[config.mk]
export PLATFORM = sky130hd
export DESIGN_NAME = control_sequencer
export DESIGN_NICKNAME = d
export VERILOG_FILES = /design/src/rtl/sap1_ctrl_pkg.sv /design/src/rtl/step_counter.sv /design/src/rtl/control_sequencer.sv
export SDC_FILE = /design/constraint.sdc
export NUM_CORES = 1
export LEC_CHECK = 0
export CAP_MARGIN = 40
export CORE_UTILIZATION = 42
export CTS_BUF_LIST = sky130_fd_sc_hd__clkbuf_16
export CTS_CLUSTER_DIAMETER = 100
export DETAILED_ROUTE_END_ITERATION = 8
export GPL_TIMING_DRIVEN = 0
export MAX_ROUTING_LAYER = met4
export PLACE_DENSITY_LB_ADDON = 0.3
export SLEW_MARGIN = 10
export SYNTH_ARGS = -nofsm -noshare
export SYNTH_HDL_FRONTEND = slang
export SYNTH_SLANG_ARGS = --single-unit
[constraint.sdc]
create_clock -name mclk -period 2.2 [get_ports mclk]
set_input_delay 0.22 -clock mclk [delete_from_list [all_inputs] [get_ports mclk]]
set_output_delay 0.22 -clock mclk [all_outputs]
set_load 0.01 [all_outputs]
[src/rtl/sap1_ctrl_pkg.sv]
// Package : sap1_ctrl_pkg
// Purpose : Shared constants for the SAP-1 control path. It holds the
//           opcode encodings, the control-word bit indices and masks,
//           the micro-step numbers T0..T4 and the decode result bundle.
//           The IR, the ALU and the benches use the same definitions.
// Ports   : none (package)
package sap1_ctrl_pkg;

    localparam int OPCODE_W = 4;
    localparam int CTRL_W   = 16;
    localparam int STEP_W   = 3;

    // Opcodes (upper nibble of the instruction register)
    localparam logic [OPCODE_W-1:0] OP_NOP = 4'b0000;
    localparam logic [OPCODE_W-1:0] OP_LDA = 4'b0001;
    localparam logic [OPCODE_W-1:0] OP_ADD = 4'b0010;
    localparam logic [OPCODE_W-1:0] OP_SUB = 4'b0011;
    localparam logic [OPCODE_W-1:0] OP_STA = 4'b0100;
    localparam logic [OPCODE_W-1:0] OP_LDI = 4'b0101;
    localparam logic [OPCODE_W-1:0] OP_JMP = 4'b0110;
    localparam logic [OPCODE_W-1:0] OP_JC  = 4'b0111;
    localparam logic [OPCODE_W-1:0] OP_JZ  = 4'b1000;
    localparam logic [OPCODE_W-1:0] OP_OUT = 4'b1110;
    localparam logic [OPCODE_W-1:0] OP_HLT = 4'b1111;

    // Control-word bit positions
    localparam int B_HLT = 0;
    localparam int B_MI  = 1;
    localparam int B_RI  = 2;
    localparam int B_RO  = 3;
    localparam int B_IO  = 4;
    localparam int B_II  = 5;
    localparam int B_AI  = 6;
    localparam int B_AO  = 7;
    localparam int B_EO  = 8;
    localparam int B_SU  = 9;
    localparam int B_BI  = 10;
    localparam int B_OI  = 11;
    localparam int B_CE  = 12;
    localparam int B_CO  = 13;
    localparam int B_J   = 14;
    localparam int B_FI  = 15;

    // One-hot masks for the bit positions above
    localparam logic [CTRL_W-1:0] C_NONE = 16'h0000;
    localparam logic [CTRL_W-1:0] C_HLT  = 16'h0001;
    localparam logic [CTRL_W-1:0] C_MI   = 16'h0002;
    localparam logic [CTRL_W-1:0] C_RI   = 16'h0004;
    localparam logic [CTRL_W-1:0] C_RO   = 16'h0008;
    localparam logic [CTRL_W-1:0] C_IO   = 16'h0010;
    localparam logic [CTRL_W-1:0] C_II   = 16'h0020;
    localparam logic [CTRL_W-1:0] C_AI   = 16'h0040;
    localparam logic [CTRL_W-1:0] C_AO   = 16'h0080;
    localparam logic [CTRL_W-1:0] C_EO   = 16'h0100;
    localparam logic [CTRL_W-1:0] C_SU   = 16'h0200;
    localparam logic [CTRL_W-1:0] C_BI   = 16'h0400;
    localparam logic [CTRL_W-1:0] C_OI   = 16'h0800;
    localparam logic [CTRL_W-1:0] C_CE   = 16'h1000;
    localparam logic [CTRL_W-1:0] C_CO   = 16'h2000;
    localparam logic [CTRL_W-1:0] C_J    = 16'h4000;
    localparam logic [CTRL_W-1:0] C_FI   = 16'h8000;

    // Micro-step numbers
    localparam logic [STEP_W-1:0] T0 = 3'd0;
    localparam logic [STEP_W-1:0] T1 = 3'd1;
    localparam logic [STEP_W-1:0] T2 = 3'd2;
    localparam logic [STEP_W-1:0] T3 = 3'd3;
    localparam logic [STEP_W-1:0] T4 = 3'd4;

    // Decoder result: control word plus "this is the final step"
    typedef struct packed {
        logic [CTRL_W-1:0] ctrl;
        logic              last;
    } decode_t;

    // True when a control word drives the bus from more than one source
    function automatic logic multi_driver(input logic [CTRL_W-1:0] w);
        int n;
        n = 0;
        if (w[B_CO]) n++;
        if (w[B_RO]) n++;
        if (w[B_IO]) n++;
        if (w[B_AO]) n++;
        if (w[B_EO]) n++;
        return n > 1;
    endfunction

endpackage

[src/rtl/step_counter.sv]
// Module : step_counter
// Purpose: Micro-step counter with synchronous clear, an advance qualifier,
//          a freeze input (used while halting) and a wrap-to-zero input
//          taken at the final step of each instruction.
// Ports  : clk, reset (sync, active-high), enable (advance qualifier),
//          freeze (hold regardless of enable), wrap (next step is 0),
//          step (current step value)
module step_counter
    import sap1_ctrl_pkg::*;
#(
    parameter int WIDTH = STEP_W
) (
    input  logic             clk,
    input  logic             reset,
    input  logic             enable,
    input  logic             freeze,
    input  logic             wrap,
    output logic [WIDTH-1:0] step
);

    always_ff @(posedge clk) begin
        if (reset) begin
            step <= '0;
        end else if (enable && !freeze) begin
            if (wrap) begin
                step <= '0;
            end else begin
                step <= step + 1'b1;
            end
        end
    end

endmodule

[src/rtl/control_sequencer.sv]
// Module : control_sequencer
// Purpose: SAP-1 micro-step controller. It runs a two-step fetch (T0, T1)
//          and then up to three execute steps decoded from the opcode and
//          flags. It drives the control word for every bus participant and
//          is the only source of the PC count/load/halt signals.
// Ports  : mclk (clock), i_reset (sync active-high), mclk_en (step
//          qualifier), i_opcode (IR upper nibble), i_carry_flag and
//          i_zero_flag (registered ALU flags), o_ctrl (control word for the
//          current step), o_step (current micro-step), o_halted (sticky halt)
module control_sequencer
    import sap1_ctrl_pkg::*;
#(
    parameter int OPCODE_WIDTH = OPCODE_W,
    parameter int CTRL_WIDTH   = CTRL_W,
    parameter int STEP_WIDTH   = STEP_W
) (
    input  logic                    mclk,
    input  logic                    i_reset,
    input  logic                    mclk_en,
    input  logic [OPCODE_WIDTH-1:0] i_opcode,
    input  logic                    i_carry_flag,
    input  logic                    i_zero_flag,
    output logic [CTRL_WIDTH-1:0]   o_ctrl,
    output logic [STEP_WIDTH-1:0]   o_step,
    output logic                    o_halted
);

    logic [STEP_W-1:0] step;
    logic              halted;
    logic              halt_now;
    decode_t           dec;

    // Decode on {step, opcode}. Flags only matter in T2 of JC/JZ.
    // Any step/opcode combination not listed ends the instruction with
    // an empty control word, so unused opcodes behave as NOP.
    always_comb begin
        dec.ctrl = C_NONE;
        dec.last = 1'b0;
        casez ({step, i_opcode})
            {T0, 4'b????}: begin
                dec.ctrl = C_CO | C_MI;
            end
            {T1, 4'b????}: begin
                dec.ctrl = C_RO | C_II | C_CE;
            end
            {T2, OP_LDA},
            {T2, OP_ADD},
            {T2, OP_SUB},
            {T2, OP_STA}: begin
                dec.ctrl = C_IO | C_MI;
            end
            {T2, OP_LDI}: begin
                dec.ctrl = C_IO | C_AI;
                dec.last = 1'b1;
            end
            {T2, OP_JMP}: begin
                dec.ctrl = C_IO | C_J;
                dec.last = 1'b1;
            end
            {T2, OP_JC}: begin
                dec.ctrl = i_carry_flag ? (C_IO | C_J) : C_NONE;
                dec.last = 1'b1;
            end
            {T2, OP_JZ}: begin
                dec.ctrl = i_zero_flag ? (C_IO | C_J) : C_NONE;
                dec.last = 1'b1;
            end
            {T2, OP_OUT}: begin
                dec.ctrl = C_AO | C_OI;
                dec.last = 1'b1;
            end
            {T2, OP_HLT}: begin
                // Step freezes here instead of wrapping.
                dec.ctrl = C_HLT;
            end
            {T3, OP_LDA}: begin
                dec.ctrl = C_RO | C_AI;
                dec.last = 1'b1;
            end
            {T3, OP_ADD},
            {T3, OP_SUB}: begin
                dec.ctrl = C_RO | C_BI;
            end
            {T3, OP_STA}: begin
                dec.ctrl = C_AO | C_RI;
                dec.last = 1'b1;
            end
            {T4, OP_ADD}: begin
                dec.ctrl = C_EO | C_AI | C_FI;
                dec.last = 1'b1;
            end
            {T4, OP_SUB}: begin
                dec.ctrl = C_EO | C_AI | C_FI | C_SU;
                dec.last = 1'b1;
            end
            default: begin
                dec.ctrl = C_NONE;
                dec.last = 1'b1;
            end
        endcase
    end

    assign halt_now = (step == T2) && (i_opcode == OP_HLT) && !halted;

    always_ff @(posedge mclk) begin
        if (i_reset) begin
            halted <= 1'b0;
        end else if (mclk_en && halt_now) begin
            halted <= 1'b1;
        end
    end

    step_counter #(
        .WIDTH (STEP_W)
    ) u_step (
        .clk    (mclk),
        .reset  (i_reset),
        .enable (mclk_en),
        .freeze (halted | halt_now),
        .wrap   (dec.last),
        .step   (step)
    );

    // Once halted the decode is masked so only HLT reaches the bus.
    assign o_ctrl   = halted ? C_HLT : dec.ctrl;
    assign o_step   = step;
    assign o_halted = halted;

endmodule

Yosys cells after proc, flatten, opt, wreduce, memory -nomap -nowiden
Cells that the tools add are included.
- flip-flop bits (word level): 4
- word-level logic and storage cells: 38
- eq/ne operators: 19
- $add $sub $neg: 1
- muxes and demuxes: 5
- bitwise gates (word level): 1
- reduce and logical (&&, ||, !) cells: 10
- operator list (operator ; number):
    $pmux 16 s14 ; 1
    $eq 7x6->1 const B ; 14
    $mux 15 ; 2
    $mux 16 ; 1
    $eq 7x7->1 const B ; 2
    $reduce_or 9->1 ; 1
    $eq 4x4->1 const B ; 1
    $logic_and 1x1->1 ; 4
    $reduce_or 4->1 ; 1
    $add 3x1->3 const B ; 1
    $eq 3x1->1 const B ; 1
    $eq 3x2->1 const B ; 1
    $logic_not 3->1 ; 1
    $mux 3 ; 1
    $logic_not 1->1 ; 2
    $reduce_or 2->1 ; 1
    $or 1x1->1 ; 1

Longest topological paths before layout
Gate-level depths: netlist of the first run.
- word-level depth: 6
- mapped depth: 6
- gate-level depth less buffers: 6

By module
From an unflattened synthesis of the first run, not the netlist that was laid out.
- cell total of the unflattened synthesis: 73
- area, all modules: 515.5 µm²
- by module, submodules not included (module ; cells each ; area an instance (µm²) ; times used):
    control_sequencer ; 58 ; 371.6 ; 1
    step_counter ; 15 ; 143.9 ; 1

Worst setup path before layout of the first run
OpenSTA, ideal clock, no wires.
- path kind: flip-flop to output port
- from: register u_step.step[0]
- to: output o_ctrl[7]
- path slack: 0.550 ns
- path buffers: 0
- cell stages (with the launch flop): 7
- arrival: 1.430 ns
- path through: dfxtp_1 -> inv_1 -> ha_1 -> nor2b_1 -> nand2_1 -> or3_1 -> a21oi_1
- cells in the longest elaborated chain, start to end: 4
- elaborated cells on any way between the ends: 22
- ends and longest elaborated chain (what ; RTL line ; RTL):
    start: declaration ; step_counter.sv:18 ; output logic [WIDTH-1:0] step
    start signal: assignment ; step_counter.sv:28 ; step <= step + 1'b1;
    $eq 7x6->1 ; control_sequencer.sv:39 ; casez ({step, i_opcode})
    $reduce_or 4->1 or $reduce_or 2->1 (tied branches) ; n/a ;
    $pmux 16 s14 (*) ; control_sequencer.sv:39 ;
    $mux 16 (*) ; control_sequencer.sv:125 ; assign o_ctrl = halted ? C_HLT : dec.ctrl;
    end: declaration ; control_sequencer.sv:23 ; output logic [CTRL_WIDTH-1:0] o_ctrl,
Every way passes the cells marked *; elsewhere a longest branch is shown, timed or not.

Worst setup path after layout of the first run
- from: input i_opcode[1]
- to: output o_ctrl[0]
- cells in the longest elaborated chain, start to end: 4
- elaborated cells on any way between the ends: 20
- ends and longest elaborated chain (what ; RTL line ; RTL):
    start: declaration ; control_sequencer.sv:20 ; input logic [OPCODE_WIDTH-1:0] i_opcode,
    $eq 7x6->1 ; control_sequencer.sv:39 ;
    $reduce_or 4->1 or $reduce_or 2->1 (tied branches) ; n/a ;
    $pmux 16 s14 (*) ; control_sequencer.sv:39 ;
    $mux 16 (*) ; control_sequencer.sv:125 ;
Marked as above.

==> run_results.csv, run 1 <==
group,metric,value,unit
grt,grt_pass1_wl,2690,um
synth,seq_area_frac_synth,14.0,%
timing,setup_viol,0,
timing,slew_viol_final,0,
place,dp.final_hpwl,1090,um
place,port_buffers,26,
route,drtAntennaViolNets,0,
timing,period_share,98.0,%
worst_setup_path,critPathSlowestCell,"clkdlybuf4s50_1",
grt,grtUsageTotal,27.3,%
pwr,switchingPower,0.141,mW
route,vias,673,
floorplan,rows,12,
pwr,pwr-share-comb,31.0,%
worst_setup_path,arrival,1.94,ns
grt,use_met1,28.7,%
job,cap_violations,0,
clocking,cts.path.max_buffers,2,
timing,setup_slack,0.0447,ns
final_layout,fillers,78,
pwr,p_clk_share,53.2,%
final_layout,multi_input_area,475,sq um
floorplan,pin_count,29,
worst_setup_path,slowest_delay,0.52,ns
synth,synth_area,572,sq um
route,drtIter0Drc,21,
synth,synth_cell_types,34,
timing,fmax,464,MHz
floorplan,core-area,0.00119,sq mm
floorplan,die_h,38.9,um
worst_setup_path,crit_top_cell,"clkdlybuf4s50_1",
worst_setup_path,cp-startpoint,"i_opcode[1]",
pwr,p_sw_share,26.0,%
final_layout,nets,122,
grt,grt_pass1_vias,607,
grt,grt_max_degree,11,
clocking,path_clk_slew,0.03,ns
floorplan,start_util,48.2,%
pwr,vdd_ir_drop_max,0.000611,V
floorplan,die_area,0.00151,sq mm
timing,clock_skew,0.00106,ns
synth,syn_area_per_cell,7.52,sq um
synth,synth_seq_cells,4,
place,pre_cts_slack,-0.0792,ns
grt,grt.busiest_layer,"met2",
place,routabilityCongestion,0.801,
route,wire_per_inst,15.2,um
timing,worst_slew_pin_slew,0.395,ns
worst_setup_path,path_class,"in2out",
timing,hold_viol_final,0,
clocking,clkSinkCount,4,
worst_setup_path,rr_startpoint,"u_step.step[0]",
clocking,cts_buffers,3,
clocking,cts_htree_levels,1,
worst_setup_path,worstPathCellList,"clkdlybuf4s50_1 > buf_6 > nand2_2 > nor3_1 > or2_2 > clkdlybuf4s50_1",
worst_setup_path,required,1.98,ns
final_layout,drive_above_1_share,24.5,%
worst_setup_path,rrSetupSlack,0.34,ns
final_layout,antenna_cells,0,
final_layout,fin_util,82.8,%
grt,grt-ovfl-total,0,
clocking,cts-root-buf,"clkbuf_16",
final_layout,area_growth,71.8,%
grt,use_met3,4.05,%
worst_setup_path,end_kind,"primary output",
worst_setup_path,cp-start-kind,"primary input",
synth,syn-num-nets,90,
hold_path,worstHoldStart,"u_step.step[0]",
worst_setup_path,path_max_fanout,10,
route,vias_per_cell,5.61,
clocking,insertion_delay,0.23,ns
synth,yosysWarnings,0,
route,drc_errors,0,
pwr,p_int,0.402,mW
route,firstDrtPassIters,4,
pwr,power_frac_seq,15.8,%
grt,antenna_found_initial,0,
pwr,p_leak,0.421,nW
status,status,"finished, final reports clean",
timing,max_slew_margin,73.2,%
pwr,p_per_area,553,mW/mm^2
floorplan,chipWidth,38.9,um
synth,synthCells,76,
route,routed_wl,1830,um
grt,met2_usage,50.0,%
hold_path,worst_hold_path_type,"reg2reg",
clocking,cts_tree,"done",
final_layout,seq_area,83.8,sq um
timing,min_period,2.16,ns
## metal layers
metal  wire length [um]  up-vias
met2                949       24
li1                   -      328
met3                103        6
met1                718      315
met4                 53        0
met5                  0        -
## final timing paths
kind / endpoint / depth (start not counted)
setup reg to reg: u_step.step[2] / 6
setup / recovery: o_ctrl[0] / 6
hold reg to reg: u_step.step[0] / 2
hold / removal: u_step.step[0] / 2
## synthesized netlist by cell type
library cell	n	share of area [%]
ha_1	5	11
mux2_2	1	2.0
o21ai_0	2	1.8
nor2b_1	4	4.4
a22oi_1	1	1.3
a211o_1	1	1.5
nand2_2	1	1.1
o311a_4	1	3.7
nor3b_1	1	1.3
nor3_1	3	2.6
inv_1	4	2.6
and2_1	4	4.4
o311ai_1	3	4.6
nor2_1	11	7.2
nor4b_2	1	2.6
o21a_1	1	1.3
buf_4	3	3.9
or2_2	1	1.1
buf_2	1	0.87
and2b_2	1	1.5
a41oi_1	1	1.5
clkbuf_1	1	0.66
or3_1	1	1.1
o31ai_1	3	3.9
buf_6	1	2.0
nand4b_1	1	1.5
nand2b_4	1	2.4
and3_2	1	1.3
and3_1	2	2.2
nand2_1	4	2.6
nor3_2	1	1.8
inv_2	1	0.66
a21oi_1	4	3.5
dfxtp_1	4	14
## kinds of logic (layout without fill, tap and decap cells)
group	Yosys count	in the layout	share of synthesized area, %
AOI/OAI and AO/OA	17	17	23.2
adders and majority gates	5	5	10.9
buffers and inverters	11	41	10.7
DFF	4	4	14.0
muxes	1	1	1.97
and+or+nand+nor	38	38	39.2
## power groups by stage
stage / Combinational, mW / Sequential (mW) / Clock [mW]
finish: 0.168 / 0.0860 / 0.289
global route: 0.182 / 0.0869 / 0.298
CTS: 0.158 / 0.0856 / 0.291
detailed placement: 0.152 / 0.0844 / 0
global placement: 0.150 / 0.0843 / 0
floorplan: 0.0821 / 0.0853 / 0
## state kept, by name, summed over array words and instances (netlist names)
name and cells:
o_halted 1, u_step.step 3
## cell usage in the layout (no fill, tap or decap), drive strengths merged
cell           netlist  routed
a211o                1       1
a21oi                4       4
a22oi                1       1
a41oi                1       1
and2                 4       4
and2b                1       1
and3                 3       3
buf                  5       6
clkbuf               1       4
clkdlybuf4s50        0      21
dfxtp                4       4
dlygate4sd2          0       3
dlymetal6s2s         0       2
ha                   5       5
inv                  5       5
mux2                 1       1
nand2                5       5
nand2b               1       1
nand4b               1       1
nor2                11      11
nor2b                4       4
nor3                 4       4
nor3b                1       1
nor4b                1       1
o21a                 1       1
o21ai                2       2
o311a                1       1
o311ai               3       3
o31ai                3       3
or2                  1       1
or3                  1       1
## final cells by class
cell class	count	area share, %
Multi-Input combinational cell	61	48.4
Clock buffer	3	7.64
Sequential cell	4	8.54
Inverter	5	1.91
Timing Repair Buffer	27	27.4
Tap cell	14	1.78
Buffer	6	4.33
## metrics by stage
step | TNS, ns | hold WS [ns] | cell area [sq um] | std cells | power, mW
after floorplan | 0 | 0.292 | 572 | 76 | 0.167
after global placement | -0.0786 | 0.555 | 850 | 116 | 0.234
after detailed placement | -0.0930 | 0.571 | 850 | 116 | 0.236
after CTS | 0 | 0.561 | 965 | 120 | 0.534
after global routing | -0.00451 | 0.621 | 982 | 120 | 0.566
final | 0 | 0.593 | 982 | 120 | 0.543
## what timing repair did
item / in CTS / in global routing
pin swaps: 1 / 0
hold buffers: 0 / 0
resized for setup: 12 / 4
endpoints found under the setup margin: 8 / 5
buffers inserted: 1 / 0
## critical path: cells and delay by family
| family | cells | cell delay [ns] |
|---|---|---|
| buffers and inverters | 3 | 1.16 |
| and+or+nand+nor | 3 | 0.55 |
No activity file was read; power rests on OpenSTA's default activity.
==> run 2, diff against run 1 <==
--- a/config.mk
+++ b/config.mk
@@ -6,10 +6,11 @@
 export NUM_CORES = 1
 export LEC_CHECK = 0
 export CAP_MARGIN = 40
-export CORE_UTILIZATION = 42
+export CORE_UTILIZATION = 40
 export CTS_BUF_LIST = sky130_fd_sc_hd__clkbuf_16
 export CTS_CLUSTER_DIAMETER = 100
 export DETAILED_ROUTE_END_ITERATION = 8
+export DONT_BUFFER_PORTS = 1
 export GPL_TIMING_DRIVEN = 0
 export MAX_ROUTING_LAYER = met4
 export PLACE_DENSITY_LB_ADDON = 0.3
==> run 2 against run 1 <==
- clock skew grew 0.0011 ns
- maximum frequency up 6.4%
- critical endpoint is now o_ctrl[7]
- global-route usage shrank 8.6 points
- register-to-register slack gained 0.11 ns
- die area is 4.8% higher
- wire length shrank 29%
- setup slack improved by 0.13 ns
==> run_results.csv, run 2 (synthesis results as in run 1) <==
group,metric,value,unit
status,status,"finished, final reports clean",
timing,max_slew_margin,71.1,%
route,routed_wl,1300,um
grt,grt_pass1_wl,1820,um
place,routabilityCongestion,0.738,
floorplan,core-area,0.00132,sq mm
clocking,cts_htree_levels,1,
worst_setup_path,worst-r2r-cell-count,6,
place,pre_cts_slack,0.403,ns
worst_setup_path,end_kind,"primary output",
timing,hold_viol_final,0,
clocking,postCtsSetupBuffers,0,
worst_setup_path,arrival,1.81,ns
final_layout,final_cell_mix,"nor2_1 (11), ha_1 (5)",
final_layout,nets,95,
worst_setup_path,path_max_fanout,5,
floorplan,chipWidth,39.8,um
clocking,cts_buffers,3,
worst_setup_path,required,1.98,ns
timing,worst_slew_pin_slew,0.433,ns
worst_setup_path,cp-start-kind,"flip-flop",
route,vias,557,
place,dp.final_hpwl,992,um
timing,rsz0062_at_grt,"no",
floorplan,rows,13,
grt,grt-ovfl-total,0,
timing,clock_skew,0.00219,ns
timing,slew_viol_final,0,
job,cap_violations,0,
clocking,insertion_delay,0.22,ns
timing,tns,0,ns
worst_setup_path,critPathSlowestCell,"dfxtp_1",
grt,antenna_found_initial,0,
timing,period_share,92.0,%
floorplan,start_util,43.4,%
pwr,p_leak,0.268,nW
worst_setup_path,path_class,"reg2out",
final_layout,drive_above_1_share,22.8,%
clocking,cts.path.max_buffers,2,
clocking,cts_resized,0,
place,port_buffers,0,
timing,setup_viol,0,
floorplan,die_h,39.8,um
floorplan,die_area,0.00158,sq mm
timing,fmax,494,MHz
pwr,vdd_ir_drop_max,0.000547,V
clocking,cts-root-buf,"clkbuf_16",
final_layout,top_register,"u_step.step",
timing,min_period,2.03,ns
clocking,path_clk_slew,0.03,ns
route,vias_per_cell,5.93,
final_layout,largest_reg_flops,3,
pwr,p_per_area,695,mW/mm^2
route,firstDrtPassIters,4,
grt,grt_max_degree,11,
floorplan,pin_count,29,
route,drc_errors,0,
route,drtIter0Drc,9,
worst_setup_path,slowest_delay,0.37,ns
hold_path,min_path_cells,1,
clocking,cts_tree,"done",
hold_path,worst_hold_path_type,"in2reg",
clocking,clkSinkCount,4,
grt,grtUsageTotal,18.7,%
final_layout,area_growth,16.4,%
final_layout,antenna_cells,0,
final_layout,fillers,131,
grt,grt_pass1_vias,436,
worst_setup_path,worstPathCellList,"inv_1 > ha_1 > nor2b_1 > nand2_1 > or3_1 > a21oi_1",
timing,whs,0.0633,ns
route,wire_per_inst,13.9,um
route,drtAntennaViolNets,0,
timing,setup_slack,0.175,ns
clocking,ctsHoldBuffers,0,
final_layout,final_common_cell,"nor2_1",
## run 2: cell types whose count changed in the layout (fill, tap and decap cells not counted), sizes merged
cell | previous run | this run
clkdlybuf4s50 | 21 | 0
dlygate4sd2 | 3 | 0
dlymetal6s2s | 2 | 0
buf | 6 | 5
## run 2: through the flow
stage / total power, mW / instance area [sq um] / std cells / util [%]
after detailed placement: 0.183 / 591 / 91 / 44.8
after floorplan: 0.167 / 572 / 76 / -
after global placement: 0.183 / 591 / 91 / 44.8
after global routing: 0.487 / 666 / 94 / 50.5
after CTS: 0.469 / 666 / 94 / 50.5
final: 0.463 / 666 / 94 / 50.5
## run 2: layout make-up
type | instances | area (sq um) | share of cell area, %
Buffer | 6 | 42.5 | 6.39
Clock buffer | 3 | 75.1 | 11.3
Inverter | 5 | 18.8 | 2.82
Multi-Input combinational cell | 61 | 430 | 64.7
Sequential cell | 4 | 80.1 | 12.0
Tap cell | 15 | 18.8 | 2.82
## run 2: final timing paths
kind	from	end	slack, ns
min	i_reset	o_halted	0.06
max	u_step.step[0]	o_ctrl[7]	0.17
max reg2reg	u_step.step[2]	u_step.step[1]	0.45
min reg2reg	u_step.step[1]	u_step.step[1]	0.62
## run 2: power by group
| part | internal, mW | total, mW | switching [mW] |
|---|---|---|---|
| Combinational | 0.0405 | 0.0953 | 0.0548 |
| Clock | 0.232 | 0.281 | 0.0494 |
| Sequential | 0.0776 | 0.0861 | 0.00842 |
## run 2: worst max-delay path: cells and delay by family, from the launching register on
kind / cells / cell delay, ns
compound gates: 1 / 0.25
buf+inv: 1 / 0.12
fa+ha+maj: 1 / 0.26
simple gates: 3 / 0.58
flops: 1 / 0.37
## run 2: metal layers
layer,track usage (%),up-vias,share of wire [%],wire length (um)
met2,27.9,23,46,594
met1,20.3,251,43,561
met5,-,-,0,0
met3,5.11,4,8.2,107
met4,15.5,0,3.0,39
li1,-,279,-,-
